--- config.mk ---
export PLATFORM = sky130hd
export DESIGN_NAME = pipe_hazard_unit
export DESIGN_NICKNAME = d
export VERILOG_FILES = /design/src/rtl/hazard_pkg.sv /design/src/rtl/sat_counter16.sv /design/src/rtl/pipe_hazard_unit.sv
export SDC_FILE = /design/constraint.sdc
export NUM_CORES = 1
export LEC_CHECK = 0
export ABC_AREA = 1
export BUFFER_PORTS_ARGS = -buffer_cell sky130_fd_sc_hd__clkbuf_2
export CAP_MARGIN = 20
export CORE_UTILIZATION = 45
export CTS_CLUSTER_DIAMETER = 150
export DETAILED_ROUTE_END_ITERATION = 8
export PLACE_DENSITY = 0.83
export SKIP_LAST_GASP = 1
export SYNTH_ARGS = -nofsm -noshare
export SYNTH_HDL_FRONTEND = slang
export SYNTH_SLANG_ARGS = --single-unit
--- constraint.sdc ---
create_clock -name clk -period 3.2 [get_ports clk]
set_input_delay 0.32 -clock clk [delete_from_list [all_inputs] [get_ports clk]]
set_output_delay 0.32 -clock clk [all_outputs]
set_load 0.005 [all_outputs]
--- src/rtl/hazard_pkg.sv ---
// Shared types and constants for the pipeline hazard unit.
// Holds the hazard FSM state enum, the forward-select encodings, the memory
// wait timeout and the operand forward-select helper.
package hazard_pkg;

  localparam int unsigned REG_W  = 4;
  localparam int unsigned FWD_W  = 2;
  localparam int unsigned WAIT_W = 4;
  localparam int unsigned CNT_W  = 16;

  typedef enum logic {
    RUN      = 1'b0,
    MEM_WAIT = 1'b1
  } hz_state_t;

  localparam logic [FWD_W-1:0]  FWD_REG     = 2'b00;
  localparam logic [FWD_W-1:0]  FWD_WB      = 2'b01;
  localparam logic [FWD_W-1:0]  FWD_MEM     = 2'b10;
  localparam logic [WAIT_W-1:0] MEM_TIMEOUT = 4'd15;
  // r15 reads the PC, never a forwarded result
  localparam logic [REG_W-1:0]  REG_PC      = 4'd15;

  // Operand source select: the younger M result wins over W.
  function automatic logic [FWD_W-1:0] fwd_sel(
    input logic [REG_W-1:0] ra,
    input logic [REG_W-1:0] wa_m,
    input logic [REG_W-1:0] wa_w,
    input logic             we_m,
    input logic             we_w
  );
    logic [FWD_W-1:0] sel;
    sel = FWD_REG;
    if (ra != REG_PC) begin
      if (we_m && (wa_m == ra)) begin
        sel = FWD_MEM;
      end else if (we_w && (wa_w == ra)) begin
        sel = FWD_WB;
      end
    end
    return sel;
  endfunction

endpackage

--- src/rtl/sat_counter16.sv ---
// 16-bit event counter that sticks at all-ones instead of wrapping.
// Ports: clk, rst (sync, active-high), inc (count this cycle), count.
module sat_counter16
  import hazard_pkg::*;
(
  input  logic             clk,
  input  logic             rst,
  input  logic             inc,
  output logic [CNT_W-1:0] count
);

  always_ff @(posedge clk) begin
    if (rst) begin
      count <= '0;
    end else if (inc && (count != '1)) begin
      count <= count + CNT_W'(1);
    end
  end

endmodule

--- src/rtl/pipe_hazard_unit.sv ---
// Hazard unit for a 5-stage pipeline: operand forwarding, load-use stall,
// branch flush and a memory-wait FSM with timeout error.
// Ports: clk, rst (sync, active-high); RA1D/RA2D, RA1E/RA2E source regs;
// WA3E/WA3M/WA3W destination regs; RegWriteM/W, MemtoRegE, BranchTakenE,
// MemReqM/MemAckM; outputs ForwardAE/BE, StallF/D/E/M, FlushD/E/W, MemErr.
// Define HAZARD_PERF_CNT_EN to add the StallCnt/FlushCnt saturating counters.
module pipe_hazard_unit
  import hazard_pkg::*;
(
  input  logic             clk,
  input  logic             rst,
  input  logic [REG_W-1:0] RA1D,
  input  logic [REG_W-1:0] RA2D,
  input  logic [REG_W-1:0] RA1E,
  input  logic [REG_W-1:0] RA2E,
  input  logic [REG_W-1:0] WA3E,
  input  logic [REG_W-1:0] WA3M,
  input  logic [REG_W-1:0] WA3W,
  input  logic             RegWriteM,
  input  logic             RegWriteW,
  input  logic             MemtoRegE,
  input  logic             BranchTakenE,
  input  logic             MemReqM,
  input  logic             MemAckM,
  output logic [FWD_W-1:0] ForwardAE,
  output logic [FWD_W-1:0] ForwardBE,
  output logic             StallF,
  output logic             StallD,
  output logic             StallE,
  output logic             StallM,
  output logic             FlushD,
  output logic             FlushE,
  output logic             FlushW,
  output logic             MemErr
`ifdef HAZARD_PERF_CNT_EN
  ,
  output logic [CNT_W-1:0] StallCnt,
  output logic [CNT_W-1:0] FlushCnt
`endif
);

  hz_state_t         state_q, state_d;
  logic [WAIT_W-1:0] wait_q, wait_d;
  logic              err_q, err_d;
  logic              load_use;
  logic              mem_hold;

  // Forwarding is purely combinational and ignores reset.
  assign ForwardAE = fwd_sel(RA1E, WA3M, WA3W, RegWriteM, RegWriteW);
  assign ForwardBE = fwd_sel(RA2E, WA3M, WA3W, RegWriteM, RegWriteW);

  assign load_use = MemtoRegE && ((WA3E == RA1D) || (WA3E == RA2D));
  // The ack cycle already runs as normal, so the hold drops with the ack.
  assign mem_hold = (state_q == MEM_WAIT) && !MemAckM;
  assign MemErr   = err_q;

  // State, wait counter and sticky error register.
  always_ff @(posedge clk) begin
    if (rst) begin
      state_q <= RUN;
      wait_q  <= '0;
      err_q   <= 1'b0;
    end else begin
      state_q <= state_d;
      wait_q  <= wait_d;
      err_q   <= err_d;
    end
  end

  // Next state and hazard outputs.
  always_comb begin
    state_d = state_q;
    wait_d  = wait_q;
    err_d   = err_q;
    StallF  = 1'b0;
    StallD  = 1'b0;
    StallE  = 1'b0;
    StallM  = 1'b0;
    FlushD  = 1'b0;
    FlushE  = 1'b0;
    FlushW  = 1'b0;

    case (state_q)
      RUN: begin
        if (MemReqM && !MemAckM) begin
          state_d = MEM_WAIT;
          wait_d  = '0;
        end
      end
      MEM_WAIT: begin
        if (MemAckM) begin
          state_d = RUN;
        end else begin
          wait_d = wait_q + WAIT_W'(1);
          // Give up on the access and let the pipe run again.
          if (wait_d == MEM_TIMEOUT) begin
            state_d = RUN;
            err_d   = 1'b1;
          end
        end
      end
      default: state_d = RUN;
    endcase

    if (rst) begin
      // all stalls and flushes held low while in reset
    end else if (mem_hold) begin
      StallF = 1'b1;
      StallD = 1'b1;
      StallE = 1'b1;
      StallM = 1'b1;
      FlushW = 1'b1;
    end else begin
      // A taken branch kills the stalled instruction, so no stall is needed.
      StallF = load_use && !BranchTakenE;
      StallD = load_use && !BranchTakenE;
      FlushD = BranchTakenE;
      FlushE = BranchTakenE || load_use;
    end
  end

`ifdef HAZARD_PERF_CNT_EN
  sat_counter16 u_stall_cnt (
    .clk   (clk),
    .rst   (rst),
    .inc   (StallF),
    .count (StallCnt)
  );

  sat_counter16 u_flush_cnt (
    .clk   (clk),
    .rst   (rst),
    .inc   (FlushD || FlushE),
    .count (FlushCnt)
  );
`endif

endmodule

==> results of run 1 <==
registers in the layout, indices dropped and copies added, names as in the netlist:
signal / flops
state_q: 1
MemErr: 1
wait_q: 4
synth_stat cells:
library cell	number	share of area [%]
a21oi_1	6	3.9
buf_4	3	2.9
dfxtp_1	6	15
ha_1	2	3.2
inv_1	28	14
inv_2	1	0.48
nand2_1	51	25
nand3_1	8	5.2
nand4_1	3	2.4
nor2_1	19	9.2
nor2_4	1	1.4
nor3_1	3	1.9
o21ai_0	4	2.6
o21ai_1	2	1.3
o221ai_1	2	2.3
o22ai_1	1	0.81
xnor2_1	2	2.3
xor2_1	4	4.5
xor2_2	1	2.1
worst min-delay path by stage:
stage,endpoint,slack [ps],depth (start not counted)
after detailed placement,MemErr$_SDFFE_PP0P_,450,2
after global placement,MemErr$_SDFFE_PP0P_,440,2
after CTS,wait_q[3]$_SDFFE_PP0P_,330,2
after global routing,wait_q[3]$_SDFFE_PP0P_,340,2
final,wait_q[3]$_SDFFE_PP0P_,330,2
after floorplan,wait_q[2]$_SDFFE_PP0P_,390,1
worst max-delay path, delay by kind of cell, from the launching register on:
family | cells | cell delay (ps)
flops | 1 | 320
buf+inv | 3 | 290
simple gates | 2 | 250
per-layer routing:
layer  vias up  global-route usage [%]
li1        543                       -
met1       417                    27.7
met2        51                    37.0
met3         0                    1.25
met4         0                    5.63
met5         -                       0
cell families (layout without fill, tap and decap cells):
logic type | count (synthesis) | count (layout)
adder cells (fa/ha/maj) | 2 | 2
AO/OA/AOI/OAI | 15 | 15
XOR/XNOR | 7 | 7
AND/OR/NAND/NOR | 85 | 85
flip-flops | 6 | 6
buffers and inverters | 32 | 79
cell type report:
cell class	instances	area share, %
clock buffers	3	2.18
inverters	29	10.5
multi-input cells	109	50.9
well taps	16	1.94
flip-flops and latches	6	11.6
repair buffers	47	22.8
through the flow:
step / cell area [um2] / utilization (%) / power, mW / instances / setup WS, ps
floorplan: 777 / - / 0.124 / 147 / 1990
global placement: 1010 / 64.8 / 0.162 / 207 / 1850
detailed placement: 1010 / 64.8 / 0.165 / 207 / 1820
CTS: 1030 / 66.2 / 0.236 / 210 / 1760
global route: 1030 / 66.2 / 0.253 / 210 / 1670
finish: 1030 / 66.2 / 0.234 / 210 / 1760
where the power goes:
part	switching [mW]	total, mW	leakage, nW	internal [mW]
registers	0.000804	0.0770	0.0486	0.0762
clock network	0.0277	0.0702	0.0138	0.0425
logic	0.0479	0.0867	0.598	0.0388
total	0.0764	0.234	0.660	0.157
==> flow_metrics.tcl, run 1 <==
set metrics [dict create \
    path_cells "inv_1 > nor2_4 > nand2_1 > inv_1 > clkbuf_2" \
    synth_xor_area_share_pct 8.86 \
    power.leakage_nw 0.660 \
    required_ps 2880 \
    r2r-start "wait_q[1]$_SDFFE_PP0P_" \
    synthMuxAreaShare_pct 0 \
    violations "DRC" \
    post_cts_buffers 0 \
    wl_met2_um 890 \
    synth_top_family_by_area "simple AND/OR/NAND/NOR gates" \
    highest_layer "met3" \
    vias 1011 \
    drt-initial-drc-count 36 \
    drc 6 \
    portBuffers 47 \
    via_per_inst 4.81 \
    synth_seq_cells 6 \
    clk_latency_ps 240 \
    wl_mm 1.87 \
    h-tree-depth 1 \
    routed-wl-met3_um 141 \
    layout-drive-gt1-share_pct 27.3 \
    whs_ps 334 \
    crit_slowest_cell "dfxtp_1" \
    start_util_pct 49.8 \
    crit_end "StallE" \
    final_common_cell "nand2_1" \
    worstSetupStartpointType "register" \
    clk_pin_slew_ps 50 \
    wl_met1_um 838 \
    antenna_cells 0 \
    antenna_found_initial 0 \
    path_class "reg -> out" \
    nNetsFinal 234 \
    maxCapViolations 0 \
    cts_tree "built" \
    multiInputGateArea_um2 526 \
    rsz0062_at_grt "no" \
    grtUsageTotal_pct 21.1 \
    cts_made_buffers 3 \
    hold_viol_final 0 \
    areaGrowthSynthToFinish_pct 32.9 \
    die_x_um 43.6 \
    ant_nets 0 \
    yosys_warnings 0 \
    setup_violations 0 \
    first_global_vias 859 \
    worst_pin_slew_ps 361 \
    ys_seq_area_share_pct 15.5 \
    crit_fanout 5 \
    startpoint "state_q$_SDFF_PP0_" \
    worstHoldPathType "in -> reg" \
    drtPass1Iterations 6 \
    drv_slew 0 \
    final.setup.tns_ps 0 \
    grt_pass1_wl_mm 3.17 \
    syn-cell-area_um2 777 \
    slew_headroom_pct 75.8 \
    min-delay-start "rst" \
    p_per_area_nw_per_um2 227 \
    cts_hold_buffers 0 \
    synth_fa_ha_area_share_pct 3.22 \
    seq_area_um2 120 \
    final_cell_mix "nand2_1 (51), clkbuf_2 (47), inv_1 (28), nor2_1 (19), nand3_1 (8)" \
    wl_per_cell_um 8.90 \
    clk_path_buf_depth 2 \
    die_area_um2 1900 \
    skew_ps 3.92 \
    cp.arrival_ps 1120 \
    synth.avg_cell_area_um2 5.29 \
    fin_crit_ps 1440 \
    clock-sinks 6 \
    syn-instance-count 147 \
    ctsResizeCount 0 \
    core_area_um2 1560 \
    grt_max_degree 7 \
    rr_worst_depth 4 \
    yosys.cell_types.count 19 \
    fmax_mhz 697 \
    syn-num-nets 185 \
    cts_root_buf "clkbuf_4" \
    r2r_end "MemErr$_SDFFE_PP0P_" \
    status "finished, violations left" \
    pin_count 48 \
    synthSimpleGateAreaFrac_pct 44.8 \
    grt_overflow 0 \
    fin_crit_sh_pct 44.9 \
    nFillCells 159 \
    critPathMaxStageDelay_ps 320 \
    critPathMostFrequentCell "inv_1" \
    synth_compound_area_share_pct 10.8 \
    r2r_setup_slack_ps 2080 \
    die_h_um 43.6 \
    post-dp-hpwl_mm 1.60 \
    end_kind "output pin" \
    rows 14 \
    ir_drop_mv 0.156 \
    gp_congestion 0.821 \
]
Note: power is estimated with default switching activity, not from simulation.
==> run 2: changes to the inputs <==
--- a/config.mk
+++ b/config.mk
@@ -8,10 +8,10 @@
 export ABC_AREA = 1
 export BUFFER_PORTS_ARGS = -buffer_cell sky130_fd_sc_hd__clkbuf_2
 export CAP_MARGIN = 20
-export CORE_UTILIZATION = 45
+export CORE_UTILIZATION = 42
 export CTS_CLUSTER_DIAMETER = 150
 export DETAILED_ROUTE_END_ITERATION = 8
-export PLACE_DENSITY = 0.83
+export PLACE_DENSITY = 0.79
 export SKIP_LAST_GASP = 1
 export SYNTH_ARGS = -nofsm -noshare
 export SYNTH_HDL_FRONTEND = slang
==> constraint.sdc (replaced) <==
create_clock -name clk -period 1.45 [get_ports clk]
set_input_delay 0.145 -clock clk [delete_from_list [all_inputs] [get_ports clk]]
set_output_delay 0.145 -clock clk [all_outputs]
set_load 0.005 [all_outputs]
==> flow_metrics.tcl, run 2 (synthesis results as in run 1) <==
set metrics [dict create \
    crit_slowest_cell "dfxtp_1" \
    required_ps 1310 \
    grt_overflow 0 \
    drv_slew 0 \
    min_path_cells 2 \
    gp_congestion 0.832 \
    cts_hold_buffers 0 \
    nFillCells 186 \
    cts_made_buffers 3 \
    rows 15 \
    largest_reg_flops 4 \
    path_class "reg -> out" \
    rsz0062_at_grt "no" \
    place_area_um2 1020 \
    cts_root_buf "clkbuf_4" \
    via_per_inst 4.63 \
    path_cells "inv_1 > nor2_4 > nor2_1 > nand2_1 > nand2_1 > clkbuf_2" \
    r2r-start "wait_q[1]$_SDFFE_PP0P_" \
    slew_headroom_pct 75.9 \
    worst_pin_slew_ps 359 \
    r2r_setup_slack_ps 360 \
    wl_per_cell_um 8.97 \
    clk_pin_slew_ps 50 \
    ir_drop_mv 0.254 \
    pin_count 48 \
    start_util_pct 45.0 \
    skew_ps 3.81 \
    rr_worst_depth 5 \
    fin_crit_sh_pct 87.7 \
    largest_register "wait_q" \
    h-tree-depth 1 \
    critPathMostFrequentCell "nand2_1" \
    die_area_um2 2030 \
    maxCapViolations 0 \
    core_area_um2 1730 \
    violations "DRC" \
    antenna_found_initial 0 \
    ctsResizeCount 0 \
    status "finished, violations left" \
    areaGrowthSynthToFinish_pct 34.3 \
    cp.arrival_ps 1130 \
    worstHoldPathType "in -> reg" \
    die_x_um 45.0 \
    setup_violations 0 \
    postLayoutCellArea_um2 1040 \
    drtPass1Iterations 7 \
    drc 2 \
    nNetsFinal 234 \
    final_cell_mix "nand2_1 (51), clkbuf_2 (47), inv_1 (28), nor2_1 (19), nand3_1 (8)" \
    die_h_um 45.0 \
    final_common_cell "nand2_1" \
    power.leakage_nw 0.660 \
    power_mw 0.523 \
    ant_nets 0 \
    antenna_cells 0 \
    hold_end "wait_q[2]$_SDFFE_PP0P_" \
    post_cts_buffers 0 \
    final.setup.tns_ps 0 \
    crit_fanout 5 \
    worstSetupStartpointType "register" \
    drt-initial-drc-count 18 \
    first_global_vias 876 \
    cts_tree "built" \
    critPathMaxStageDelay_ps 300 \
    min-delay-start "rst" \
    grt_pass1_wl_mm 3.26 \
    p_per_area_nw_per_um2 501 \
    clk_latency_ps 250 \
    clock-sinks 6 \
    fin_crit_ps 1270 \
    grtUsageTotal_pct 21.4 \
    fmax_mhz 786 \
    wl_mm 1.96 \
    grt_max_degree 7 \
    layout-drive-gt1-share_pct 27.3 \
    r2r_end "state_q$_SDFF_PP0_" \
    hold_viol_final 0 \
    end_kind "output pin" \
    vias 1014 \
    post-dp-hpwl_mm 1.73 \
    portBuffers 47 \
    clk_path_buf_depth 2 \
]
-- run 2: stage by stage --
step / utilization [%] / hold WS, ps / setup WS, ps / cells
after floorplan: - / 214 / 439 / 147
after global placement: 59.1 / 397 / 411 / 216
after detailed placement: 59.1 / 403 / 373 / 216
after CTS: 60.4 / 134 / 172 / 219
after global routing: 60.4 / 166 / 88.1 / 219
final: 60.4 / 140 / 179 / 219
-- run 2: report_power, final --
group          switching [mW]  internal [mW]
clock network          0.0645         0.0939
logic                   0.109         0.0857
registers             0.00187          0.168
-- run 2: layout make-up --
class	instances	area (um2)	share of cell area, %
Timing Repair Buffer	47	235	22.5
Inverter	29	109	10.4
Clock buffer	3	22.5	2.16
Tap cell	25	31.3	3.00
Sequential cell	6	120	11.5
Multi-Input combinational cell	109	526	50.4
-- run 2: per-layer routing --
metal  up-vias  GRT usage [%]  share of wire, %  wire, um
li1        545              -                 -         -
met4         0           5.45               1.1        21
met5         -              0                 0         0
met1       430           26.2                42       817
met3         2           2.40               5.4       107
met2        37           39.1                52      1020
-- run 2: critical path, delay by kind of cell (launching register included) --
family | cells | cell delay, ps
buf+inv | 2 | 210
flops | 1 | 300
simple gates | 4 | 370
-- run 2: worst max path at each step --
| stage | startpoint | to | cells after the start | slack [ps] |
|---|---|---|---|---|
| finish | state_q$_SDFF_PP0_ | FlushE | 6 | 180 |
| global route | state_q$_SDFF_PP0_ | StallE | 5 | 90 |
| CTS | state_q$_SDFF_PP0_ | FlushE | 6 | 170 |
| detailed placement | wait_q[1]$_SDFFE_PP0P_ | state_q$_SDFF_PP0_ | 5 | 370 |
| global placement | wait_q[1]$_SDFFE_PP0P_ | state_q$_SDFF_PP0_ | 5 | 410 |
| floorplan | wait_q[1]$_SDFFE_PP0P_ | state_q$_SDFF_PP0_ | 5 | 440 |
